<file path="src/rtl/stack_mc_ctrl.sv">
// rtl/stack_mc_ctrl.sv - multicycle control FSM for a stack-machine datapath.
// Define STACK_GUARD_EN to enable stack depth tracking and under/overflow guarding.
module stack_mc_ctrl #(
  parameter int DEPTH = 16
) (
  input  logic                       clk,
  input  logic                       rst,
  input  logic [3:0]                 OPC,
  input  logic                       mem_ready,
  output logic                       push,
  output logic                       pop,
  output logic                       tos,
  output logic                       PCWrite,
  output logic                       PCWriteCond,
  output logic                       IorD,
  output logic                       MemWrite,
  output logic                       MemRead,
  output logic                       IRWrite,
  output logic                       StackSrc,
  output logic                       ldA,
  output logic                       ldB,
  output logic                       ALUSrcB,
  output logic                       PCSrc,
  output logic [1:0]                 ALUSrcA,
  output logic [1:0]                 ALUControl,
  output logic                       halted,
  output logic                       fault,
  output logic [$clog2(DEPTH+1)-1:0] depth
);

  localparam int DW = $clog2(DEPTH + 1);

  typedef enum logic [4:0] {
    S_IF, S_ID, S_POP1, S_LDA, S_POP2, S_LDB, S_EXE, S_EXEN, S_PUSHR,
    S_POPM, S_LDM, S_MEMW, S_MEMR, S_PUSHM, S_TOSR, S_LDJ, S_BRZ, S_JMPS,
    S_HALTED, S_FAULT
  } state_t;

  state_t     state;
  state_t     state_nx;
  logic [1:0] op_q;
  logic       guard_ok;

  // OPC is only valid in ID; keep the low bits for the ALU op and NOT detection.
  always_ff @(posedge clk or posedge rst) begin
    if (rst) begin
      op_q <= 2'b00;
    end else if (state == S_ID) begin
      op_q <= OPC[1:0];
    end
  end

  always_ff @(posedge clk or posedge rst) begin
    if (rst) begin
      state <= S_IF;
    end else begin
      state <= state_nx;
    end
  end

`ifdef STACK_GUARD_EN
  logic [DW-1:0] depth_q;

  always_ff @(posedge clk or posedge rst) begin
    if (rst) begin
      depth_q <= '0;
    end else if (push && !pop && depth_q != DW'(DEPTH)) begin
      depth_q <= depth_q + 1'b1;
    end else if (pop && !push && depth_q != '0) begin
      depth_q <= depth_q - 1'b1;
    end
  end

  always_comb begin
    guard_ok = 1'b1;
    case (OPC)
      4'b0000, 4'b0001, 4'b0010: guard_ok = (depth_q >= DW'(2));
      4'b0011, 4'b0101, 4'b0111: guard_ok = (depth_q != '0);
      4'b0100:                   guard_ok = (depth_q < DW'(DEPTH));
      default:                   guard_ok = 1'b1;
    endcase
  end

  assign depth = depth_q;
`else
  assign guard_ok = 1'b1;
  assign depth    = '0;
`endif

  always_comb begin
    state_nx = state;
    case (state)
      S_IF: begin
        if (mem_ready) state_nx = S_ID;
      end
      S_ID: begin
        if (OPC == 4'b1111) begin
          state_nx = S_HALTED;
        end else if (OPC[3] || !guard_ok) begin
          state_nx = S_FAULT;
        end else begin
          case (OPC[2:0])
            3'd0, 3'd1, 3'd2: state_nx = S_POP1;
            3'd3:             state_nx = S_POP2;
            3'd4:             state_nx = S_MEMR;
            3'd5:             state_nx = S_POPM;
            3'd6:             state_nx = S_JMPS;
            default:          state_nx = S_TOSR;
          endcase
        end
      end
      S_POP1:   state_nx = S_LDA;
      S_LDA:    state_nx = S_POP2;
      S_POP2:   state_nx = S_LDB;
      // NOT shares the second-operand path; its op bits are 11
      S_LDB:    state_nx = (op_q == 2'b11) ? S_EXEN : S_EXE;
      S_EXE:    state_nx = S_PUSHR;
      S_EXEN:   state_nx = S_PUSHR;
      S_PUSHR:  state_nx = S_IF;
      S_POPM:   state_nx = S_LDM;
      S_LDM:    state_nx = S_MEMW;
      S_MEMW: begin
        if (mem_ready) state_nx = S_IF;
      end
      S_MEMR: begin
        if (mem_ready) state_nx = S_PUSHM;
      end
      S_PUSHM:  state_nx = S_IF;
      S_TOSR:   state_nx = S_LDJ;
      S_LDJ:    state_nx = S_BRZ;
      S_BRZ:    state_nx = S_IF;
      S_JMPS:   state_nx = S_IF;
      S_HALTED: state_nx = S_HALTED;
      S_FAULT:  state_nx = S_FAULT;
      default:  state_nx = S_FAULT;
    endcase
  end

  // Outputs are gated by rst so every strobe drops the moment reset rises.
  always_comb begin
    push        = 1'b0;
    pop         = 1'b0;
    tos         = 1'b0;
    PCWrite     = 1'b0;
    PCWriteCond = 1'b0;
    IorD        = 1'b0;
    MemWrite    = 1'b0;
    MemRead     = 1'b0;
    IRWrite     = 1'b0;
    StackSrc    = 1'b0;
    ldA         = 1'b0;
    ldB         = 1'b0;
    ALUSrcB     = 1'b0;
    PCSrc       = 1'b0;
    ALUSrcA     = 2'b00;
    ALUControl  = 2'b00;
    halted      = 1'b0;
    fault       = 1'b0;
    if (!rst) begin
      case (state)
        S_IF: begin
          MemRead = 1'b1;
          ALUSrcB = 1'b1;
          IRWrite = mem_ready;
          PCWrite = mem_ready;
        end
        S_POP1, S_POP2, S_POPM: pop = 1'b1;
        S_LDA, S_LDM, S_LDJ:    ldA = 1'b1;
        S_LDB:                  ldB = 1'b1;
        S_EXE: begin
          ALUSrcA    = 2'b10;
          ALUControl = op_q;
        end
        S_EXEN: begin
          ALUSrcA    = 2'b01;
          ALUControl = 2'b01;
        end
        S_PUSHR: push = 1'b1;
        S_MEMW: begin
          IorD     = 1'b1;
          MemWrite = 1'b1;
        end
        S_MEMR: begin
          IorD    = 1'b1;
          MemRead = 1'b1;
        end
        S_PUSHM: begin
          StackSrc = 1'b1;
          push     = 1'b1;
        end
        S_TOSR: tos = 1'b1;
        S_BRZ: begin
          PCWriteCond = 1'b1;
          PCSrc       = 1'b1;
        end
        S_JMPS: begin
          PCSrc   = 1'b1;
          PCWrite = 1'b1;
        end
        S_HALTED: halted = 1'b1;
        S_FAULT:  fault  = 1'b1;
        default: ;
      endcase
    end
  end

endmodule
</file>
<file path="config.mk">
export PLATFORM = sky130hd
export DESIGN_NAME = stack_mc_ctrl
export DESIGN_NICKNAME = d
export VERILOG_FILES = /design/src/rtl/stack_mc_ctrl.sv
export SDC_FILE = /design/constraint.sdc
export NUM_CORES = 1
export LEC_CHECK = 0
export ABC_AREA = 1
export ABC_CLOCK_PERIOD_IN_PS = 1230
export BUFFER_PORTS_ARGS = -buffer_cell sky130_fd_sc_hd__buf_4
export CELL_PAD_IN_SITES_DETAIL_PLACEMENT = 1
export CELL_PAD_IN_SITES_GLOBAL_PLACEMENT = 1
export CORE_ASPECT_RATIO = 1.4
export CORE_MARGIN = 8
export CORE_UTILIZATION = 28
export DETAILED_ROUTE_END_ITERATION = 10
export HOLD_SLACK_MARGIN = 0.06
export PLACE_DENSITY = 0.8
export SYNTH_ARGS = -nofsm -noshare
export SYNTH_HDL_FRONTEND = slang
export SYNTH_SLANG_ARGS = --single-unit
</file>
<file path="constraint.sdc">
create_clock -name clk -period 1.23 [get_ports clk]
set_input_delay 0.123 -clock clk [delete_from_list [all_inputs] [get_ports clk]]
set_output_delay 0.123 -clock clk [all_outputs]
set_load 0.03 [all_outputs]
</file>
==> results of run 1 <==
## report_power, final
| group | switching, mW | total (mW) | internal [mW] |
|---|---|---|---|
| clock | 0.112 | 0.337 | 0.225 |
| combinational | 0.0788 | 0.109 | 0.0302 |
| sequential | 0 | 0.231 | 0.231 |
| total | 0.191 | 0.677 | 0.487 |
## per-layer routing
layer  track usage (%)  up-vias  part of all wire [%]
li1                  -      627                     -
met1              18.0      662                    34
met2              41.5       68                    54
met3              2.89       40                   4.1
met4              15.1        0                   7.2
met5                 0        -                     0
## layout make-up
cell class	instances	area share, %
well taps	37	2.49
flip-flops and latches	7	9.75
multi-input cells	120	45.3
clock buffers	4	2.42
inverters	19	4.37
repair buffers	78	35.7
## cell families after synthesis
kind of cell,after synthesis,synth area share [%]
other,1,0.443
buffers and inverters,27,15.4
AND/OR/NAND/NOR,98,53.0
flip-flops,7,20.7
AO/OA/AOI/OAI,17,10.5
## through the flow
step                std cells  hold slack [ns]  instance area [um2]  setup WS, ns
global placement          239            0.274                 1390        -0.288
floorplan                 154            0.248                  978        -0.271
CTS                       258           0.0733                 1690        -0.402
global route              265            0.109                 1860        -0.548
detailed placement        239            0.292                 1390        -0.340
finish                    265           0.0775                 1860        -0.507
## worst max-delay path, cell delays in order, from the launching register on
cell and delay [ns]:
dfrtp_2 0.48, nor2_4 0.20, buf_6 0.13, nand2_2 0.07, nand2_2 0.10, o21ai_1 0.08, buf_4 0.15, inv_2 0.05
buf_6 0.12
## registers in the layout (all words and copies together) (netlist names)
register / cells
op_q: 2
state: 5
## what timing repair did
item                                    in CTS  in global routing
setup buffers                               15                  7
resized for setup                           48                 29
pin swaps                                   15                 15
endpoints found under the setup margin      27                 27
## final timing paths
path	startpoint	end	slack, ns	cells after the start
worst max-delay path	state[3]	ldA	-0.51	8
worst min-delay path	rst	state[1]	0.08	3
worst max register to register	state[0]	state[0]	-0.49	9
worst min register to register	op_q[0]	op_q[0]	0.54	2
max in group asynchronous	rst	state[4]	1.01	3
min in group clk	mem_ready	state[1]	0.13	2
## placed cells by master, fill, tap and decap left out
cell and instances:
inv_4 4, clkbuf_1 1, o21ai_4 1, a31oi_1 1, dfrtp_2 5, o21ai_2 2
clkbuf_8 3, conb_1 5, nand3_4 4, o21ai_1 3, buf_6 21, nor2_4 14
nor2_1 10, inv_2 5, inv_1 10, nor3_2 1, o21ai_0 3, nand4_1 2
nor3b_2 1, nor2_2 9, nand2_1 23, nand2_4 5, nand3_2 5, nand2_2 15
a21oi_1 5, dfrtp_1 2, nor4_4 1, o211ai_1 1, nand3_1 8, a21oi_4 1
buf_4 57
==> results.py, run 1 <==
metrics = {
    "sta": {
        "timing.final.ws_setup_ns": -0.507,
        "hold_violations": 0,
        "finalSetupViolCount": 27,
        "fin_crit_sh_pct": 141,
        "tns_ns": -11.32,
        "finalMaxSlewViolations": 0,
        "period_needed_ns": 1.74,
        "rsz0062_at_grt": "true",
        "fmax_mhz": 576,
        "skew_ns": 0.00244,
    },
    "route": {
        "wirelength_um": 6200,
        "drc": 0,
        "wl_per_cell_um": 23.4,
        "via_per_inst": 5.27,
        "drtPass1Iterations": 4,
        "num_vias": 1397,
        "ant_nets": 0,
        "dr.first_iter.drc_count": 57,
    },
    "synthesis": {
        "syn_inst": 150,
        "ys_async_sr_fraction_pct": 100,
        "yosysSeqAreaShare_pct": 20.7,
        "synth-edff-count": 0,
        "ys.flop_type": "dfrtp_1",
        "synthTopCellsByCount": "40 x nand2_1, 27 x nor2_1, 16 x inv_1",
        "synth_area_per_cell_um2": 5.65,
        "synthDistinctLibCells": 22,
        "synth_top_area_share_pct": 20.7,
        "yosys_register_bits": 7,
        "ys_warn_count": 0,
        "netlist_area_um2": 847,
        "synth.area.top_cells": "dfrtp_1 21%, nand2_1 18%, nor2_1 12%",
        "yosysMostFrequentCell": "nand2_1",
        "synth_top_area_cell": "dfrtp_1",
    },
    "clock_tree": {
        "numCtsBuffers": 3,
        "cts_sinks": 7,
        "cts_tree": "done",
        "clock_path_buffers": 2,
        "cts_htree_levels": 1,
        "cts-root-buf": "clkbuf_8",
        "clock_latency_ns": 0.23,
        "path_clk_slew_ns": 0.04,
        "cts_hold_buf": 0,
    },
    "global_route": {
        "grt_pass1_vias": 1585,
        "grt_max_degree": 13,
        "grt.total_usage_pct": 20.5,
        "grt_pass1_wl_um": 8200,
        "antenna_found_initial": 0,
        "grt_overflow": 0,
    },
    "flow_run": {
        "drv_cap": 0,
    },
    "floorplan": {
        "rows": 23,
        "ios": 32,
        "die_area_um2": 5070,
        "core_region_area_um2": 2880,
        "die_w_um": 62.5,
        "initial_utilization_pct": 29.4,
        "die_h_um": 81.1,
    },
    "finish": {
        "post-route-util_pct": 64.7,
        "antennaDiodeCount": 0,
        "nNetsFinal": 236,
        "syn2layout_area_growth_pct": 120,
        "layout-drive-gt1-share_pct": 67.5,
        "fill_cells": 361,
        "seq_area_um2": 181,
        "multi_input_area_um2": 842,
    },
    "run_status": {
        "violations": "negative setup slack",
        "status": "complete, but fails checks",
    },
    "placed_design": {
        "place_congestion": 0.942,
        "dp_hpwl_um": 3240,
        "port_buffers": 26,
    },
    "worst_setup_path": {
        "critical_path_arrival_ns": 1.61,
        "path_class": "register to output port",
        "cp-start-kind": "register",
        "end_kind": "output port",
        "cp_max_fo": 5,
        "cp.required_ns": 1.11,
    },
    "worst_hold_path": {
        "hold_path_class": "input port to async pin",
    },
    "power": {
        "vdd_ir_drop_max_mv": 1.08,
        "p_total_uw": 677,
        "p_leak_nw": 0.986,
        "powerDensity_nw_per_um2": 364,
    },
}
Power figures use the tool's default switching activity.
==> inputs of run 2 (changes only) <==
==> config.mk (replaced) <==
export PLATFORM = sky130hd
export DESIGN_NAME = stack_mc_ctrl
export DESIGN_NICKNAME = d
export VERILOG_FILES = /design/src/rtl/stack_mc_ctrl.sv
export SDC_FILE = /design/constraint.sdc
export NUM_CORES = 1
export LEC_CHECK = 0
export ABC_AREA = 1
export ABC_CLOCK_PERIOD_IN_PS = 1600
export CELL_PAD_IN_SITES_DETAIL_PLACEMENT = 1
export CELL_PAD_IN_SITES_GLOBAL_PLACEMENT = 1
export CORE_ASPECT_RATIO = 1.4
export CORE_MARGIN = 8
export CORE_UTILIZATION = 40
export DETAILED_ROUTE_END_ITERATION = 10
export DONT_BUFFER_PORTS = 1
export HOLD_SLACK_MARGIN = 0.06
export PLACE_DENSITY = 0.83
export RECOVER_POWER = 25
export SYNTH_ARGS = -nofsm -noshare
export SYNTH_HDL_FRONTEND = slang
export SYNTH_SLANG_ARGS = --single-unit
==> constraint.sdc (replaced) <==
create_clock -name clk -period 1.6 [get_ports clk]
set_input_delay 0.16 -clock clk [delete_from_list [all_inputs] [get_ports clk]]
set_output_delay 0.16 -clock clk [all_outputs]
set_load 0.03 [all_outputs]
==> results.py, run 2 <==
metrics = {
    "synthesis": {
        "synth.area.top_cells": "dfrtp_1 21%, nand2_1 18%, nor2_1 12%",
        "yosysMostFrequentCell": "nand2_1",
        "synthTopCellsByCount": "40 x nand2_1, 27 x nor2_1, 16 x inv_1",
        "syn_inst": 150,
        "ys_async_sr_fraction_pct": 100,
        "synthDistinctLibCells": 22,
        "synth_top_area_share_pct": 20.7,
        "synth_area_per_cell_um2": 5.65,
        "synth-edff-count": 0,
        "yosys_register_bits": 7,
        "yosysSeqAreaShare_pct": 20.7,
        "netlist_area_um2": 847,
        "ys.flop_type": "dfrtp_1",
        "synth_top_area_cell": "dfrtp_1",
        "ys_warn_count": 0,
    },
    "sta": {
        "crit_endpoint": "PCWrite",
        "endpoint_type": "primary output",
    },
    "floorplan": {
        "die_h_um": 70.5,
        "ios": 32,
        "die_w_um": 54.9,
        "rows": 19,
        "initial_utilization_pct": 42.9,
    },
    "global_route": {
        "antenna_found_initial": 0,
        "grt_max_degree": 18,
    },
    "placed_design": {
        "dpl_worst_slack_ns": -0.0653,
        "place_area_um2": 1020,
        "port_buffers": 0,
        "dp_hpwl_um": 2700,
        "place_congestion": 0.912,
    },
    "clock_tree": {
        "cts_htree_levels": 1,
        "clock_path_buffers": 2,
        "numCtsBuffers": 3,
        "cts-root-buf": "clkbuf_4",
        "cts_sinks": 7,
    },
    "run_status": {
        "haltStage": "5_1_grt",
        "firstError": "[ERROR DPL-0033] detailed placement checks failed during check placement.",
        "status": "stopped before the end",
    },
}
-- run 2: cell counts after synthesis --
No cell type changed its count.
-- run 2: per-stage QoR --
| stage | hold slack [ns] | setup TNS [ns] | cells |
|---|---|---|---|
| after floorplan | 0.249 | -0.301 | 154 |
| after global placement | -0.0363 | -0.0657 | 187 |
| after detailed placement | -0.0264 | -0.108 | 187 |
| after CTS | 0.0783 | -0.259 | 202 |
-- run 2: logic make-up after synthesis --
logic type             count (synthesis)  synth area share, %
DFF                                    7                 20.7
buffers and inverters                 27                 15.4
and+or+nand+nor                       98                 53.0
AOI/OAI and AO/OA                     17                 10.5
other                                  1                0.443
-- run 2: what timing repair did --
action                                  CTS
pin swaps                                14
resized for setup                        36
endpoints found under the setup margin   23
setup buffers                            10
hold endpoints to repair                  7
hold buffers                              1
gates cloned                              0
==> inputs of run 3 (changes only) <==
==> config.mk (replaced) <==
export PLATFORM = sky130hd
export DESIGN_NAME = stack_mc_ctrl
export DESIGN_NICKNAME = d
export VERILOG_FILES = /design/src/rtl/stack_mc_ctrl.sv
export SDC_FILE = /design/constraint.sdc
export NUM_CORES = 1
export LEC_CHECK = 0
export ABC_AREA = 1
export ABC_CLOCK_PERIOD_IN_PS = 1600
export CORE_AREA = 8 8 69 71
export DETAILED_ROUTE_END_ITERATION = 10
export DIE_AREA = 0 0 77 79
export DONT_BUFFER_PORTS = 1
export PLACE_DENSITY_LB_ADDON = 0.15
export RECOVER_POWER = 25
export SYNTH_ARGS = -nofsm -noshare
export SYNTH_HDL_FRONTEND = slang
export SYNTH_SLANG_ARGS = --single-unit
==> results.py, run 3 (same netlist as run 1, synthesis figures left out) <==
metrics = {
    "run_status": {
        "status": "complete, but fails checks",
        "violations": "negative setup slack",
    },
    "worst_setup_path": {
        "reg2reg_from": "state[0]",
        "ff2ff_setup_slack_ns": 0.03,
        "path_common_cell": "buf_4",
        "cp_max_fo": 5,
        "cpMaxStageDelayCell": "dfrtp_2",
        "cpPeakStageDelay_ns": 0.44,
        "critPathTopFamily": "buffers and inverters",
        "endpoint": "ldB",
        "path_depth": 7,
        "setup.worst_path.start": "state[1]",
        "critical_path_arrival_ns": 1.45,
        "cp-start-kind": "register",
        "crit_buf_inv": 3,
        "path_class": "register to output port",
        "rr_worst_depth": 10,
        "crit_chain": "inv_2 > nand2_4 > nor2_4 > buf_4 > nand2_2 > nor2_1 > buf_4",
        "cp.required_ns": 1.44,
        "end_kind": "output port",
        "r2r_end": "state[0]",
    },
    "finish": {
        "post-route-util_pct": 36.4,
        "syn2layout_area_growth_pct": 63.2,
        "nNetsFinal": 198,
        "regMostFlops": "state",
        "mostFrequentLayoutCell": "buf_4",
        "design_area_um2": 1380,
        "largest_reg_flops": 5,
        "top_regs": "state: 5 flops, op_q: 2 flops",
        "layout-drive-gt1-share_pct": 48.4,
        "fill_cells": 429,
        "antennaDiodeCount": 0,
        "layout_common_cells": "35 x buf_4, 33 x nand2_1, 18 x nor2_1",
    },
    "sta": {
        "holdWs_ns": 0.0590,
        "fmax_mhz": 619,
        "hold_violations": 0,
        "fin_crit_sh_pct": 101,
        "finalMaxSlewViolations": 0,
        "skew_ns": 0.00325,
        "timing.final.ws_setup_ns": -0.0148,
        "period_needed_ns": 1.61,
        "finalSetupViolCount": 2,
        "rsz0062_at_grt": "true",
        "tns_ns": -0.0259,
    },
    "floorplan": {
        "die_area_um2": 6080,
        "die_h_um": 79,
        "rows": 23,
        "die_w_um": 77,
        "ios": 32,
        "initial_utilization_pct": 22.3,
        "core_region_area_um2": 3800,
    },
    "route": {
        "met2WireLength_um": 1570,
        "wl_per_cell_um": 13.1,
        "wirelength_um": 3130,
        "drc": 0,
        "via_per_inst": 4.58,
        "maxUsedRoutingLayer": "met4",
        "num_vias": 1100,
        "drtPass1Iterations": 4,
        "dr.first_iter.drc_count": 75,
        "wl_met1_um": 1320,
        "dr_wl_met3_um": 146,
        "ant_nets": 0,
    },
    "clock_tree": {
        "cts_htree_levels": 1,
        "clock_path_buffers": 2,
        "numCtsBuffers": 3,
        "cts_tree": "done",
        "clock_latency_ns": 0.23,
        "cts_sinks": 7,
        "path_clk_slew_ns": 0.04,
        "cts-root-buf": "clkbuf_8",
    },
    "global_route": {
        "grt_overflow": 0,
        "grt_pass1_vias": 1076,
        "grt_pass1_wl_um": 4870,
        "antenna_found_initial": 0,
        "grt_max_degree": 18,
        "grt.total_usage_pct": 9.72,
    },
    "power": {
        "vdd_ir_drop_max_mv": 0.186,
        "p_total_uw": 474,
        "powerDensity_nw_per_um2": 343,
        "p_leak_nw": 0.706,
    },
    "flow_run": {
        "drv_cap": 0,
    },
    "placed_design": {
        "port_buffers": 0,
        "place_area_um2": 1060,
        "dp_hpwl_um": 2400,
        "place_congestion": 0.897,
    },
    "worst_hold_path": {
        "hold_path_class": "input port to register",
    },
}
==> run 3: worst min path at each step <==
stage | from | endpoint | cells after the start
5_1_grt | mem_ready | state[1] | 1
2_1_floorplan | rst | op_q[0] | 2
6_report | mem_ready | state[1] | 1
3_3_place_gp | rst | op_q[1] | 1
3_5_place_dp | rst | op_q[1] | 1
4_1_cts | mem_ready | state[1] | 1
==> run 3: area by class of cell <==
| class | count | area (um2) | share of cell area [%] |
|---|---|---|---|
| tap | 50 | 62.6 | 4.52 |
| inverter | 19 | 73.8 | 5.34 |
| clock buffer | 4 | 45.0 | 3.26 |
| multi-input combinational | 120 | 709 | 51.3 |
| sequential | 7 | 181 | 13.1 |
| timing repair buffer | 40 | 310 | 22.4 |
==> run 3: repair_timing <==
item                                    in CTS  in global routing
endpoints found under the setup margin      16                 19
resized for setup                           18                 27
endpoints found under the hold margin        7                  0
hold buffers                                 1                  0
pin swaps                                    5                  6
setup buffers                               11                  7
==> run 3: per-stage QoR <==
step,worst slack [ns],instances
final,-0.0148,240
after global placement,0.0286,217
after CTS,-0.0109,233
after floorplan,-0.178,154
after detailed placement,0.0460,217
after global routing,-0.0719,240
==> run 3: power breakdown <==
group | leakage (nW) | internal [mW] | total (mW) | switching, mW
clock | 0.0228 | 0.172 | 0.248 | 0.0761
sequential | 0.0674 | 0.178 | 0.178 | 0
combinational | 0.616 | 0.0112 | 0.0479 | 0.0366
total | 0.706 | 0.361 | 0.474 | 0.113
==> run 3: routing by layer <==
metal	up-vias	GRT usage, %
met5	-	0
met2	36	16.1
li1	549	-
met3	9	1.69
met1	506	11.2
met4	0	7.17
==> inputs of run 4 (changes only) <==
--- a/config.mk
+++ b/config.mk
@@ -7,12 +7,12 @@
 export LEC_CHECK = 0
 export ABC_AREA = 1
 export ABC_CLOCK_PERIOD_IN_PS = 1600
-export CORE_AREA = 8 8 69 71
+export CORE_AREA = 2 2 63 65
 export DETAILED_ROUTE_END_ITERATION = 10
-export DIE_AREA = 0 0 77 79
+export DIE_AREA = 0 0 65 67
 export DONT_BUFFER_PORTS = 1
 export PLACE_DENSITY_LB_ADDON = 0.15
-export RECOVER_POWER = 25
+export RECOVER_POWER = 50
 export SYNTH_ARGS = -nofsm -noshare
 export SYNTH_HDL_FRONTEND = slang
 export SYNTH_SLANG_ARGS = --single-unit
==> results.py, run 4 (same netlist as run 1, synthesis figures left out) <==
metrics = {
    "flow_run": {
        "drv_cap": 0,
    },
    "floorplan": {
        "die_h_um": 67,
        "initial_utilization_pct": 23.5,
        "core_region_area_um2": 3610,
        "ios": 32,
        "rows": 22,
        "die_area_um2": 4360,
        "die_w_um": 65,
    },
    "global_route": {
        "grt_overflow": 0,
        "grt_use_met3_pct": 2.03,
        "grtUsageMet1_pct": 15.2,
        "grt_max_degree": 18,
        "grt_pass1_vias": 1000,
        "use_met2_pct": 24.2,
        "grt_pass1_wl_um": 4460,
        "gr-max-usage-layer": "met2",
        "antenna_found_initial": 0,
        "grt.total_usage_pct": 13.4,
    },
    "sta": {
        "timing.final.ws_setup_ns": -0.0348,
        "rsz0062_at_grt": "true",
        "hold_violations": 0,
        "period_needed_ns": 1.63,
        "fin_crit_sh_pct": 102,
        "fmax_mhz": 612,
        "finalSetupViolCount": 4,
        "finalMaxSlewViolations": 0,
        "holdWs_ns": 0.0875,
        "tns_ns": -0.109,
        "skew_ns": 0.00165,
    },
    "worst_hold_path": {
        "min_path_cells": 1,
        "hold_path_class": "input port to register",
        "holdPathEnd": "state[1]",
        "holdCritStartpoint": "mem_ready",
    },
    "finish": {
        "largest_reg_flops": 5,
        "regMostFlops": "state",
        "syn2layout_area_growth_pct": 71.9,
        "mostFrequentLayoutCell": "buf_4",
        "nNetsFinal": 201,
        "antennaDiodeCount": 0,
        "layout_common_cells": "34 x buf_4, 30 x nand2_1, 12 x nor2_2, 12 x nor2_1",
        "layout-drive-gt1-share_pct": 54.4,
        "final_cells": 241,
        "top_regs": "state: 5 flops, op_q: 2 flops",
        "fill_cells": 398,
        "post-route-util_pct": 40.4,
    },
    "worst_setup_path": {
        "r2r_end": "state[1]",
        "rr_worst_depth": 9,
        "end_kind": "output port",
        "critical_path_arrival_ns": 1.47,
        "cp-start-kind": "register",
        "setup.worst_path.start": "state[0]",
        "cp.required_ns": 1.44,
        "ff2ff_setup_slack_ns": 0.08,
        "reg2reg_from": "state[1]",
        "path_class": "register to output port",
        "cp_max_fo": 5,
    },
    "placed_design": {
        "place_congestion": 0.874,
        "port_buffers": 0,
        "dp_hpwl_um": 2280,
        "placed_cells": 220,
    },
    "route": {
        "wirelength_um": 3130,
        "num_vias": 1108,
        "ant_nets": 0,
        "drtPass1Iterations": 4,
        "dr.first_iter.drc_count": 32,
        "via_per_inst": 4.60,
        "drc": 0,
        "wl_per_cell_um": 13.0,
    },
    "clock_tree": {
        "cts_sinks": 7,
        "clock_latency_ns": 0.22,
        "cts-root-buf": "clkbuf_8",
        "clock_path_buffers": 2,
        "cts_htree_levels": 1,
        "numCtsBuffers": 3,
        "cts_tree": "done",
        "path_clk_slew_ns": 0.04,
    },
    "power": {
        "powerDensity_nw_per_um2": 322,
        "vdd_ir_drop_max_mv": 0.219,
        "p_leak_nw": 0.765,
        "p_total_uw": 469,
    },
    "run_status": {
        "status": "complete, but fails checks",
        "violations": "negative setup slack",
    },
}
[run 4: cell types whose count changed in the layout (fill, tap and decap cells not counted), sizes merged]
cell / change
buf: +3
clkbuf: -1
clkinv: +1
[run 4: per-stage QoR]
step | worst slack, ns | cell area, um2
4_1_cts | -0.0234 | 1260
2_1_floorplan | -0.178 | 898
5_1_grt | -0.109 | 1460
3_5_place_dp | -0.0111 | 1090
3_3_place_gp | -0.00424 | 1090
6_report | -0.0348 | 1460
[run 4: layout make-up]
cell class | instances | area [um2] | area share (%)
Sequential cell | 7 | 179 | 12.3
Tap cell | 48 | 60.1 | 4.12
Clock inverter | 1 | 5.00 | 0.344
Multi-Input combinational cell | 120 | 747 | 51.3
Clock buffer | 3 | 41.3 | 2.84
Inverter | 19 | 76.3 | 5.24
Timing Repair Buffer | 43 | 348 | 23.9
[run 4: worst max-delay path by stage]
stage | endpoint | slack [ns] | cells after the start
2_1_floorplan | PCWrite | -0.18 | 5
3_3_place_gp | state[1] | -0.004 | 9
3_5_place_dp | state[1] | -0.01 | 9
4_1_cts | ALUControl[1] | -0.02 | 6
5_1_grt | MemRead | -0.11 | 6
6_report | MemRead | -0.03 | 6
[run 4: power breakdown]
group	leakage [nW]	internal [mW]	switching, mW
Clock	0.0255	0.168	0.0744
Combinational	0.670	0.0114	0.0369
Sequential	0.0694	0.178	0
[run 4: what timing repair did]
action,in CTS,in global routing
pin swaps,4,9
hold buffers,1,0
gates resized for setup,23,37
endpoints found under the hold margin,7,0
endpoints found under the setup margin,15,19
buffers inserted,7,9
[run 4: routing by layer]
| metal | share of wire (%) | vias to the layer above | wire length [um] |
|---|---|---|---|
| li1 | - | 556 | - |
| met1 | 41 | 495 | 1270 |
| met2 | 50 | 51 | 1580 |
| met3 | 6.4 | 6 | 201 |
| met4 | 2.4 | 0 | 74 |
| met5 | 0 | - | 0 |
[run 4: critical path, cell delays in order (launching register included)]
cell and delay, ns:
dfrtp_2 0.46, nor2_4 0.14, buf_4 0.12, buf_4 0.11, nand2_2 0.09, a21oi_1 0.16
buf_4 0.17
